`src/rtl/pipeline_hazard_ctrl.sv`:
```
// Hazard sequencer for a five-stage RV32I pipeline: drives PC and pipeline-register
// enables/flushes from load-use, redirect and multi-cycle data-memory events.
module pipeline_hazard_ctrl #(
    parameter int unsigned DMEM_TIMEOUT = 255
) (
    input  logic        clk,
    input  logic        rst,
    input  logic [4:0]  id_rs1_addr,
    input  logic [4:0]  id_rs2_addr,
    input  logic        id_uses_rs1,
    input  logic        id_uses_rs2,
    input  logic [4:0]  ex_rd_addr,
    input  logic        ex_reg_write,
    input  logic [1:0]  ex_result_src,
    input  logic        ex_branch_taken,
    input  logic        mem_mem_access,
    input  logic        dmem_ready,
    output logic        dmem_req,
    output logic        dmem_err,
    output logic        pc_en,
    output logic        if_id_en,
    output logic        if_id_flush,
    output logic        id_ex_en,
    output logic        id_ex_flush,
    output logic        ex_mem_en,
    output logic        mem_wb_bubble,
    output logic [31:0] stall_cycles,
    output logic [31:0] flush_count
);

    typedef enum logic {
        RUN,
        DMEM_WAIT
    } state_t;

    localparam logic [15:0] LAST_WAIT = 16'(DMEM_TIMEOUT - 1);

    state_t      state, state_next;
    logic [15:0] wait_cnt, wait_cnt_next;
    logic        rs1_hit, rs2_hit;
    logic        load_use, timeout, dmem_stall, redirect;

    always_comb begin
        rs1_hit    = id_uses_rs1 && (id_rs1_addr == ex_rd_addr);
        rs2_hit    = id_uses_rs2 && (id_rs2_addr == ex_rd_addr);
        load_use   = ex_reg_write && (ex_result_src == 2'b01) && (ex_rd_addr != 5'd0)
                     && (rs1_hit || rs2_hit);
        timeout    = (state == DMEM_WAIT) && (wait_cnt == LAST_WAIT) && !dmem_ready;
        dmem_stall = mem_mem_access && !dmem_ready && !timeout;
        redirect   = !rst && !dmem_stall && ex_branch_taken;
    end

    always_comb begin
        state_next    = state;
        wait_cnt_next = wait_cnt;
        dmem_req      = mem_mem_access;
        dmem_err      = timeout;
        pc_en         = 1'b1;
        if_id_en      = 1'b1;
        if_id_flush   = 1'b0;
        id_ex_en      = 1'b1;
        id_ex_flush   = 1'b0;
        ex_mem_en     = 1'b1;
        mem_wb_bubble = 1'b0;

        if (dmem_stall) begin
            pc_en         = 1'b0;
            if_id_en      = 1'b0;
            id_ex_en      = 1'b0;
            ex_mem_en     = 1'b0;
            mem_wb_bubble = 1'b1;
        end else if (ex_branch_taken) begin
            if_id_flush = 1'b1;
            id_ex_flush = 1'b1;
        end else if (load_use) begin
            pc_en       = 1'b0;
            if_id_en    = 1'b0;
            id_ex_flush = 1'b1;
        end

        // An abandoned access still advances the pipe but must not write back.
        if (timeout) begin
            mem_wb_bubble = 1'b1;
        end

        unique case (state)
            RUN: begin
                if (dmem_stall) begin
                    state_next    = DMEM_WAIT;
                    wait_cnt_next = 16'd1;
                end
            end
            DMEM_WAIT: begin
                if (dmem_stall) begin
                    wait_cnt_next = wait_cnt + 16'd1;
                end else begin
                    state_next    = RUN;
                    wait_cnt_next = '0;
                end
            end
            default: begin
                state_next    = RUN;
                wait_cnt_next = '0;
            end
        endcase

        if (rst) begin
            state_next    = RUN;
            wait_cnt_next = '0;
            dmem_req      = 1'b0;
            dmem_err      = 1'b0;
            pc_en         = 1'b0;
            if_id_en      = 1'b0;
            id_ex_en      = 1'b0;
            ex_mem_en     = 1'b0;
            if_id_flush   = 1'b1;
            id_ex_flush   = 1'b1;
            mem_wb_bubble = 1'b1;
        end
    end

    always_ff @(posedge clk) begin
        if (rst) begin
            state        <= RUN;
            wait_cnt     <= '0;
            stall_cycles <= '0;
            flush_count  <= '0;
        end else begin
            state    <= state_next;
            wait_cnt <= wait_cnt_next;
            if (!pc_en && (stall_cycles != '1)) begin
                stall_cycles <= stall_cycles + 32'd1;
            end
            if (redirect && (flush_count != '1)) begin
                flush_count <= flush_count + 32'd1;
            end
        end
    end

endmodule

```
`config.mk`:
```
export PLATFORM = sky130hd
export DESIGN_NAME = pipeline_hazard_ctrl
export DESIGN_NICKNAME = d
export VERILOG_FILES = /design/src/rtl/pipeline_hazard_ctrl.sv
export SDC_FILE = /design/constraint.sdc
export NUM_CORES = 1
export LEC_CHECK = 0
export ABC_CLOCK_PERIOD_IN_PS = 3100
export CAP_MARGIN = 20
export CORE_MARGIN = 2
export CORE_UTILIZATION = 46
export CTS_CLUSTER_SIZE = 24
export DETAILED_ROUTE_END_ITERATION = 8
export GPL_TIMING_DRIVEN = 0
export HOLD_SLACK_MARGIN = 0.12
export PLACE_DENSITY = 0.8
export SLEW_MARGIN = 20
export SYNTH_ARGS = -nofsm -noshare
export SYNTH_HDL_FRONTEND = slang
export SYNTH_SLANG_ARGS = --single-unit
```
`constraint.sdc`:
```
create_clock -name clk -period 3.1 [get_ports clk]
set_input_delay 0.62 -clock clk [delete_from_list [all_inputs] [get_ports clk]]
set_output_delay 0.62 -clock clk [all_outputs]
set_load 0.01 [all_outputs]
```
* After elaboration in Yosys (flattened, before gate mapping)
Cells that the tools add are included.
Storage, ports and cells: bits of input ports 25, register bits 81, output and inout bits 73
Operators by class: add/subtract/negate cells 3, equality and inequality tests 7, reduce and logical (&&, ||, !) cells 20, bitwise operators 1, multiplexer cells 21
Operators by type and width (count):
- adder 32 x 1 -> 32 bit, second input constant | 2
- != test 32 bit, second input constant | 2
- 2-to-1 mux 16 bit | 2
- case mux 16 bit (2 select lines) | 1
- 2-to-1 mux 1 bit | 18
- adder 16 x 1 -> 16 bit, second input constant | 1
- == test 16 x 8 -> 1 bit, second input constant | 1
- logical AND 1 bit | 13
- == test 5 bit | 2
- zero test 1 bit | 5
- nonzero test 5 bit | 1
- == test 2 x 1 -> 1 bit, second input constant | 1
- != test 2 bit, second input constant | 1
- logical OR 1 bit | 1
- NOT 1 bit | 1

* Depth between registers and ports, before layout
Gate-level depths: netlist of run 1.
word-level depth 10, mapped depth 10

* Least setup slack after synthesis of run 1
Ideal clock, no wire load.
path kind input port to output port, start point in dmem_ready, end point out pc_en, arrival time 2.502 ns, slack -0.022 ns, stages 7, path buffers 3, cells stage by stage or4b_1 or4_4 o21a_2 a311oi_4 buf_4 buf_6 buf_4
On the way: longest elaborated chain between the ends 6
RTL lines:
- start: declaration | RTL line 17 | input logic dmem_ready,
- zero test 1 bit * | RTL line 48, 49
- logical AND 1 bit | RTL line 48 | timeout = (state == DMEM_WAIT) && (wait_cnt == LAST_WAIT) && !dmem_ready;
- zero test 1 bit | RTL line 49 | dmem_stall = mem_mem_access && !dmem_ready && !timeout;
- logical AND 1 bit * | RTL line 49
- 2-to-1 mux 1 bit * (2 in a row)
- end: declaration | RTL line 20 | output logic pc_en,
Every way passes the cells marked *; elsewhere a longest branch is shown, timed or not.

* Final worst setup path of run 1
start point reg wait_cnt[0], end point out pc_en
On the way: longest elaborated chain between the ends 7
RTL lines:
- start: declaration | RTL line 39 | logic [15:0] wait_cnt, wait_cnt_next;
- start signal: assignment | RTL line 130 | wait_cnt <= wait_cnt_next;
- == test 16 x 8 -> 1 bit | RTL line 48
- logical AND 1 bit (2 in a row) | RTL line 48
- zero test 1 bit | RTL line 49
- logical AND 1 bit | RTL line 49
- 2-to-1 mux 1 bit | RTL line 66 | if (dmem_stall) begin
- 2-to-1 mux 1 bit | RTL line 107 | if (rst) begin
No other way between the ends.

==> results.toml, run 1 <==
[cells_and_area]
multi_input_area_mm2 = 0.00254
final_area_mm2 = 0.00572
layout-drive-gt1-share_pct = 11.4
fin_nets = 672
ff_latch_area_mm2 = 0.00162
area_growth_pct = 33.5
layoutNonFillerInstCount = 759
fillers = 798
antenna_cells = 0

[yosys]
synth.most_common_cell = "dfxtp_1"
synth-seq-cells = 81
synth_cell_types = 49
synth_nets = 555
synth_top_area_share_pct = 37.9
yosys_most_used_dff = "dfxtp_1"
syn_inst = 526
synth_edf_count = 0
synth_area_mm2 = 0.00428
ys_seq_area_share_pct = 37.9
synth_commonest_cells = "dfxtp_1 (81), a21oi_1 (48), nor2_1 (46)"
avgSynthCellArea_um2 = 8.14
postSynth.asyncResetShare_pct = 0
yosys_warnings = 0
synth_area_leader_cell = "dfxtp_1"
netlist_top_cells_area = "dfxtp_1 (38%), a21oi_1 (5.6%), or4_1 (4.7%), nand4_1 (4.4%), o31ai_1 (4.4%)"

[sta]
grt_setup_unrepaired = "yes"
timing.hold.ws_ns = 0.496
relSlewSlack_pct = 56.0
fin_skew_ns = 0.00905
fin_crit_sh_pct = 103
max_freq_ghz = 0.313
setup_viol = 2
hold_viol = 0
min_period_ns = 3.19
setup_ws_ns = -0.0929
worst_pin_slew_ns = 0.660
slew_viol_final = 0

[setup_path]
critPathCaptureType = "output pin"
cp_slowest_stage_delay_ns = 0.44
crit_path_frequent_cell = "buf_6"
cp.arrival_ns = 2.57
worstSetupPathType = "reg2out"
slowest_stage = "or4_4"
cp.required_ns = 2.48
cp-start-kind = "register"
path_max_fanout = 3
crit_chain = "inv_2 -> ha_4 -> or4b_1 -> or4_4 -> o21a_4 -> a311oi_4 -> buf_6 -> buf_6 -> buf_6"

[global_route]
groute.usage.overall_pct = 23.9
grt_pass1_wl_mm = 19.7
grt_max_degree = 14
grt-ovfl-total = 0
antenna_found_initial = 0
grt_pass1_vias = 4275

[power_and_ir_drop]
finalPower_mw = 2.04
ir_worst_vdd_v = 0.000189
p_per_area_mw_per_mm2 = 357
p_leak_nw = 1.82

[clock_tree]
cts.sinks = 81
cts.reportedPaths.clkPinSlew_ns = 0.09
ctsRootBufferMaster = "clkbuf_8"
clkLatencyLatePin_ns = 0.36
clockBufferDepth = 2
cts_tree = "built"
numCtsBuffers = 9
htree_num_levels = 3

[placement]
dp.cells = 733
routabilityCongestion = 0.840
dp_hpwl_mm = 8.64
portBuffers = 96
dpl_cell_area_mm2 = 0.00539

[floorplan]
core_area_mm2 = 0.00915
die_x_um = 101
rows = 35
ios = 98
die-area_mm2 = 0.0101
start_util_pct = 46.8
die_y_um = 101

[status]
status = "finished, violations left"
violations = "negative setup slack"

[detailed_routing]
drtPass1Iterations = 5
via_per_inst = 6.10
drtAntennaViolNets = 0
drt_iter0_markers = 207
finalWirelength_mm = 12.2
drc = 0
dr_total_vias = 4632
wl_per_cell_um = 16.0

[min_path]
hp-class = "reg2reg"

[job]
max_cap_viol_count = 0
cells in the final DEF (no fill, tap or decap), types with 9 or more instances in the layout:
cell,n
a21oi_1,48
and3_1,10
buf_2,11
buf_4,14
clkbuf_1,15
clkbuf_8,10
clkdlybuf4s50_1,86
dfxtp_1,79
inv_1,10
nand2_1,41
nand3_1,26
nand4_1,30
nor2_1,43
nor2b_1,9
o21ai_0,22
o31ai_1,25
or3_1,26
or4_1,27
xnor2_1,13
xor2_1,12
logic make-up (layout without fill, tap and decap cells):
| group | Yosys count | in the layout | share of synthesized area, % |
|---|---|---|---|
| xor gates and xnor gates | 25 | 25 | 5.11 |
| adders and majority gates | 4 | 4 | 1.17 |
| AOI/OAI and AO/OA | 116 | 116 | 16.7 |
| buffers and inverters | 40 | 162 | 4.44 |
| DFF | 81 | 81 | 37.9 |
| and+or+nand+nor | 250 | 250 | 32.1 |
| muxes | 10 | 10 | 2.60 |
state kept, by name (all words and copies together), names as in the netlist:
signal / count
state: 1
wait_cnt: 16
flush_count: 32
stall_cycles: 32
path summary, 6_finish.rpt:
path,from,to,slack [ns],cells after the start
setup / recovery,wait_cnt[0],pc_en,-0.09,9
hold reg to reg,flush_count[9],flush_count[9],0.50,2
setup reg to reg,wait_cnt[0],stall_cycles[9],0.11,12
hold / removal,flush_count[9],flush_count[9],0.50,2
cell type report:
cell class | instances | share of cell area (%)
inverter | 11 | 0.722
sequential | 81 | 28.4
clock inverter | 5 | 0.963
buffer | 27 | 2.47
clock buffer | 11 | 2.47
tap | 111 | 2.43
multi-input combinational | 405 | 44.5
timing repair buffer | 108 | 18.1
repair_timing:
item                       4_1_cts  5_1_grt
resized for setup               53       12
buffers inserted                11        1
cloned                           0        0
hold buffers                     0        0
setup endpoints to repair       16       25
pin swaps                        5        3
worst max-delay path, delay by kind of cell, from the launching register on:
kind | cells | cell delay [ns]
AO/OA/AOI/OAI | 2 | 0.51
adder cells (fa/ha/maj) | 1 | 0.12
flip-flops | 1 | 0.33
AND/OR/NAND/NOR | 2 | 0.86
buffers and inverters | 4 | 0.40
metal layers:
metal	track usage [%]	up-vias	share of wire, %
met1	29.6	2190	41
met4	10.5	0	2.0
met2	40.8	216	50
met3	4.23	30	7.1
li1	-	2196	-
met5	0	-	0
metrics by stage:
stage / worst slack (ns) / utilization [%] / setup TNS, ns
floorplan: -0.00177 / - / -0.00177
global placement: -1.14 / 58.9 / -18.32
detailed placement: -1.17 / 58.9 / -21.22
CTS: -0.255 / 62.1 / -0.849
global route: -0.151 / 62.5 / -0.287
finish: -0.0929 / 62.5 / -0.140
power breakdown:
part	switching (mW)	leakage [nW]	total (mW)	internal, mW
Combinational	0.105	1.07	0.196	0.0916
Sequential	0.00855	0.654	1.05	1.05
Clock	0.399	0.0953	0.791	0.392
Total	0.512	1.82	2.04	1.53
Note: power is estimated with default switching activity, not from simulation.
==> run 2, diff against run 1 <==
--- a/config.mk
+++ b/config.mk
@@ -7,7 +7,6 @@
 export LEC_CHECK = 0
 export ABC_CLOCK_PERIOD_IN_PS = 3100
 export CAP_MARGIN = 20
-export CORE_MARGIN = 2
 export CORE_UTILIZATION = 46
 export CTS_CLUSTER_SIZE = 24
 export DETAILED_ROUTE_END_ITERATION = 8
==> run 2 against run 1 <==
  * The flow finishes with violations (design-rule violations, negative setup slack)
  * Sequential power barely moved
  * Sequential share of layout area grew 0.40 points
  * Clock power decreased by 6.6%
  * Power decreased by 2.9%
  * Sequential cell count did not move
  * Worst hold slack gained 0.0079 ns
  * Non-clock buffer count is 2 lower
  * Critical endpoint unchanged
  * Highest routed layer unchanged
==> results.toml, run 2 (synthesized netlist as in run 1, its figures left out) <==
[cells_and_area]
final_area_mm2 = 0.00564
antenna_cells = 0
final_common_cell = "clkdlybuf4s50_1"
fin_nets = 670
area_growth_pct = 31.6
final_cell_mix = "clkdlybuf4s50_1 (87), dfxtp_1 (79), a21oi_1 (48), nor2_1 (43), nand2_1 (41)"
largestRegisters = "flush_count (32), stall_cycles (32), wait_cnt (16)"
ff_latch_area_mm2 = 0.00162
multi_input_area_mm2 = 0.00251
fin_util_pct = 63.7
fillers = 777
layout-drive-gt1-share_pct = 10.5
layoutNonFillerInstCount = 753

[detailed_routing]
drc = 3
dr_total_vias = 4611
drt_iter0_markers = 299
finalWirelength_mm = 12.2
wl_per_cell_um = 16.2
drtAntennaViolNets = 0
via_per_inst = 6.12
drtPass1Iterations = 9

[global_route]
grt_pass1_wl_mm = 20.1
grt-ovfl-total = 0
groute.usage.overall_pct = 25.4
grt_max_degree = 13
antenna_found_initial = 0
grt_pass1_vias = 4315

[clock_tree]
cts_tree = "built"
ctsRootBufferMaster = "clkbuf_8"
clockBufferDepth = 2
numCtsBuffers = 9
clkLatencyLatePin_ns = 0.35
cts.reportedPaths.clkPinSlew_ns = 0.08
htree_num_levels = 3
cts.sinks = 81
ctsHoldBuffers = 0

[floorplan]
die-area_mm2 = 0.00970
die_x_um = 98.5
core_area_mm2 = 0.00885
ios = 98
rows = 34
die_y_um = 98.5
start_util_pct = 48.4

[placement]
routabilityCongestion = 0.868
portBuffers = 96
dpl_cell_area_mm2 = 0.00538
dp.cells = 730
dp_hpwl_mm = 8.77

[min_path]
hp-class = "reg2reg"

[power_and_ir_drop]
clock_power_share_pct = 37.3
finalPower_mw = 1.98
p_per_area_mw_per_mm2 = 351
swShare_pct = 24.4
intPower_mw = 1.50
pwr-share-comb_pct = 9.5
sequentialPowerShare_pct = 53.2
ir_worst_vdd_v = 0.000186
p_leak_nw = 1.78
power.switching_uw = 483

[setup_path]
cp.arrival_ns = 2.55
cp.required_ns = 2.48
critPathCaptureType = "output pin"
worstSetupPathType = "reg2out"
cp-start-kind = "register"
path_max_fanout = 4

[status]
status = "finished, violations left"
violations = "design-rule violations, negative setup slack"

[sta]
max_freq_ghz = 0.315
relSlewSlack_pct = 57.7
worst_pin_slew_ns = 0.629
min_period_ns = 3.17
hold_viol = 0
grt_setup_unrepaired = "yes"
fin_crit_sh_pct = 102
setup_viol = 4
fin_skew_ns = 0.0139
timing.hold.ws_ns = 0.504
setup_ws_ns = -0.0714
slew_viol_final = 0

[job]
max_cap_viol_count = 0
## run 2: cell types whose count changed in the layout (fill, tap and decap cells not counted), moves of 2 or more
| cell | delta |
|---|---|
| o21ai_2 | +2 |
| clkinvlp_4 | -2 |
| clkbuf_1 | +2 |
| buf_4 | -2 |
| o21ai_4 | -2 |
| buf_6 | -2 |
## run 2: final cells by class
| class | instances | area share [%] |
|---|---|---|
| sequential | 81 | 28.8 |
| timing repair buffer | 105 | 17.8 |
| clock inverter | 4 | 0.799 |
| multi-input combinational | 405 | 44.6 |
| clock buffer | 11 | 2.33 |
| inverter | 11 | 0.732 |
| buffer | 28 | 2.62 |
| tap | 108 | 2.40 |
## run 2: final timing paths
check / slack [ns] / to / cells past startpoint / startpoint
setup / recovery: -0.07 / pc_en / 9 / wait_cnt[0]
hold / removal: 0.50 / flush_count[22] / 2 / flush_count[22]
setup reg to reg: 0.17 / flush_count[8] / 11 / wait_cnt[0]
hold reg to reg: 0.50 / flush_count[22] / 2 / flush_count[22]
## run 2: layer usage
layer	wire length [um]	up-vias	track usage, %
li1	-	2187	-
met4	215	0	10.1
met5	0	-	0
met2	6000	233	43.5
met1	5100	2171	32.4
met3	882	20	3.33
## run 2: power by group through the flow
stage	Clock, mW	Sequential, mW	Combinational [mW]
floorplan	0	1.08	0.0904
global placement	0	1.08	0.173
detailed placement	0	1.08	0.177
CTS	0.750	1.05	0.186
global route	0.795	1.05	0.202
finish	0.739	1.05	0.188
## run 2: critical path: stages (launching register included)
cell	delay, ns
dfxtp_2	0.33
inv_2	0.07
ha_4	0.12
or4b_1	0.42
or4_4	0.43
o21a_4	0.22
a311oi_4	0.28
buf_6	0.17
buf_6	0.09
buf_6	0.08
## run 2: stage by stage
stage | setup slack (ns) | setup TNS, ns
6_report | -0.0714 | -0.159
5_1_grt | -0.158 | -0.555
4_1_cts | -0.262 | -0.895
3_5_place_dp | -1.17 | -21.22
3_3_place_gp | -1.16 | -18.71
2_1_floorplan | -0.00177 | -0.00177
## run 2: timing repair
action	4_1_cts	5_1_grt
endpoints found under the setup margin	19	21
setup buffers	8	1
hold endpoints to repair	0	0
pin swaps	5	2
gates resized for setup	49	5
==> run 3, diff against run 2 <==
--- a/config.mk
+++ b/config.mk
@@ -8,11 +8,11 @@
 export ABC_CLOCK_PERIOD_IN_PS = 3100
 export CAP_MARGIN = 20
 export CORE_UTILIZATION = 46
-export CTS_CLUSTER_SIZE = 24
+export CTS_CLUSTER_SIZE = 25
 export DETAILED_ROUTE_END_ITERATION = 8
 export GPL_TIMING_DRIVEN = 0
 export HOLD_SLACK_MARGIN = 0.12
-export PLACE_DENSITY = 0.8
+export PLACE_DENSITY = 0.85
 export SLEW_MARGIN = 20
 export SYNTH_ARGS = -nofsm -noshare
 export SYNTH_HDL_FRONTEND = slang
==> run 3 against run 2 <==
  * The run ends with negative setup slack left
  * Clock skew increased by 0.0012 ns
  * Combinational power increased by 4%
  * Sequential share of layout area decreased by 0.22 points
  * Critical path type unchanged
  * Core utilization increased by 0.59 points
  * Non-clock buffer count increased by 2
  * Sequential cell count unchanged
  * Largest cell class unchanged
  * First-iteration DRC count decreased by 26%
  * Cell count unchanged
  * Critical path depth unchanged
  * Die area unchanged
  * Clock power decreased by 0.7%
  * Via count increased by 1.7%
==> results.toml, run 3 (synthesized netlist as in run 1, its figures left out) <==
[status]
status = "finished, violations left"
violations = "negative setup slack"

[power_and_ir_drop]
pwr-share-comb_pct = 9.8
ir_worst_vdd_v = 0.000217
clock_power_share_pct = 37.0
power.switching_uw = 490
p_per_area_mw_per_mm2 = 348
swShare_pct = 24.7
intPower_mw = 1.49
p_leak_nw = 1.80
finalPower_mw = 1.98
sequentialPowerShare_pct = 53.2

[global_route]
grt_pass1_vias = 4279
grt_pass1_wl_mm = 20.1
grt-ovfl-total = 0
antenna_found_initial = 0
grt_max_degree = 13
groute.usage.overall_pct = 25.5

[clock_tree]
cts.reportedPaths.clkPinSlew_ns = 0.08
cts.sinks = 81
clockBufferDepth = 2
clkLatencyLatePin_ns = 0.36
ctsRootBufferMaster = "clkbuf_8"
ctsHoldBuffers = 0
cts_tree = "built"
htree_num_levels = 3
numCtsBuffers = 9

[placement]
routabilityCongestion = 0.865
dp_hpwl_mm = 8.71
dp.cells = 730
portBuffers = 96
dp_slack_ns = -1.17

[sta]
grt_setup_unrepaired = "yes"
fin_crit_sh_pct = 104
worst_pin_slew_ns = 0.653
max_freq_ghz = 0.311
relSlewSlack_pct = 56.1
fin_skew_ns = 0.0151
setup_ws_ns = -0.116
timing.hold.ws_ns = 0.503
hold_viol = 0
setup_viol = 3
min_period_ns = 3.22
slew_viol_final = 0

[cells_and_area]
final_common_cell = "clkdlybuf4s50_1"
fillers = 732
area_growth_pct = 32.9
fin_nets = 672
largestRegisters = "flush_count (32), stall_cycles (32), wait_cnt (16)"
fin_util_pct = 64.3
layoutNonFillerInstCount = 753
layout-drive-gt1-share_pct = 11.3
final_cell_mix = "clkdlybuf4s50_1 (87), dfxtp_1 (79), a21oi_1 (48), nor2_1 (43), nand2_1 (41)"
antenna_cells = 0

[floorplan]
ios = 98
die-area_mm2 = 0.00970
die_x_um = 98.5
die_y_um = 98.5
core_area_mm2 = 0.00885
rows = 34
start_util_pct = 48.4

[setup_path]
slowest_stage = "or4b_4"
cp_slowest_stage_delay_ns = 0.44
cp.arrival_ns = 2.60
crit_chain = "inv_2 -> ha_4 -> or4b_4 -> or4_4 -> o21a_4 -> a311oi_4 -> buf_6 -> buf_6 -> buf_6"
r2r_end = "flush_count[18]"
crit_path_frequent_cell = "buf_6"
cp-start-kind = "register"
r2r_start = "wait_cnt[0]"
cp.required_ns = 2.48
path_max_fanout = 4
r2r_cells = 11
crit_buf_inv = 4
cpLargestDelayFamily = "simple AND/OR/NAND/NOR gates"
r2r_slack_ns = 0.08
critPathCaptureType = "output pin"
worstSetupPathType = "reg2out"

[min_path]
holdPathStages = 2
worstHoldStart = "flush_count[9]"
min_to = "flush_count[9]"
hp-class = "reg2reg"

[detailed_routing]
finalWirelength_mm = 12.4
wl_per_cell_um = 16.5
drt_iter0_markers = 220
drtAntennaViolNets = 0
drc = 0
drtPass1Iterations = 7
dr_total_vias = 4689
via_per_inst = 6.23

[job]
max_cap_viol_count = 0
==> run 3: worst max path at each step <==
stage                      startpoint  slack (ns)  depth (start not counted)  endpoint
after detailed placement   dmem_ready       -1.17                          9     pc_en
after CTS                 wait_cnt[0]       -0.25                          9     pc_en
after global routing      wait_cnt[0]       -0.19                          9     pc_en
after global placement     dmem_ready       -1.12                          9     pc_en
after floorplan            dmem_ready      -0.002                          7     pc_en
final                     wait_cnt[0]       -0.12                          9     pc_en
==> run 3: power by group through the flow <==
| stage | clock network (mW) | logic, mW | registers, mW |
|---|---|---|---|
| after floorplan | 0 | 0.0904 | 1.08 |
| after global placement | 0 | 0.171 | 1.08 |
| after detailed placement | 0 | 0.176 | 1.08 |
| after CTS | 0.732 | 0.188 | 1.05 |
| after global routing | 0.781 | 0.209 | 1.05 |
| final | 0.734 | 0.195 | 1.05 |
==> run 3: worst register-to-register path: cells and delay by family (launching register included) <==
kind | cells | cell delay (ns)
AO/OA/AOI/OAI | 1 | 0.25
adder cells (fa/ha/maj) | 1 | 0.12
buffers and inverters | 4 | 0.48
flip-flops | 1 | 0.34
multiplexers | 1 | 0.28
AND/OR/NAND/NOR | 4 | 1.45
==> run 3: layout make-up <==
type / count / area (um2) / area share [%]
clock inverter: 4 / 47.5 / 0.835
multi-input combinational: 405 / 2540 / 44.6
buffer: 27 / 143 / 2.51
tap: 108 / 135 / 2.37
sequential: 81 / 1630 / 28.6
inverter: 11 / 41.3 / 0.725
timing repair buffer: 108 / 1030 / 18.2
clock buffer: 9 / 124 / 2.18
==> run 3: timing repair <==
action,4_1_cts,5_1_grt
pin swaps,5,6
hold endpoints to repair,0,0
endpoints found under the setup margin,18,51
resized for setup,52,17
buffers inserted,10,2
==> run 3: routing by layer <==
layer | vias up | wire, um | global-route usage [%]
li1 | 2199 | - | -
met1 | 2232 | 5110 | 31.4
met2 | 239 | 6190 | 44.4
met3 | 19 | 970 | 4.47
met4 | 0 | 183 | 10.1
met5 | - | 0 | 0
==> run 3: stage by stage <==
stage | instance area, um2 | setup TNS (ns)
after detailed placement | 5380 | -20.96
after floorplan | 4290 | -0.00177
after CTS | 5630 | -0.801
after global placement | 5380 | -16.42
final | 5690 | -0.243
after global routing | 5690 | -0.508
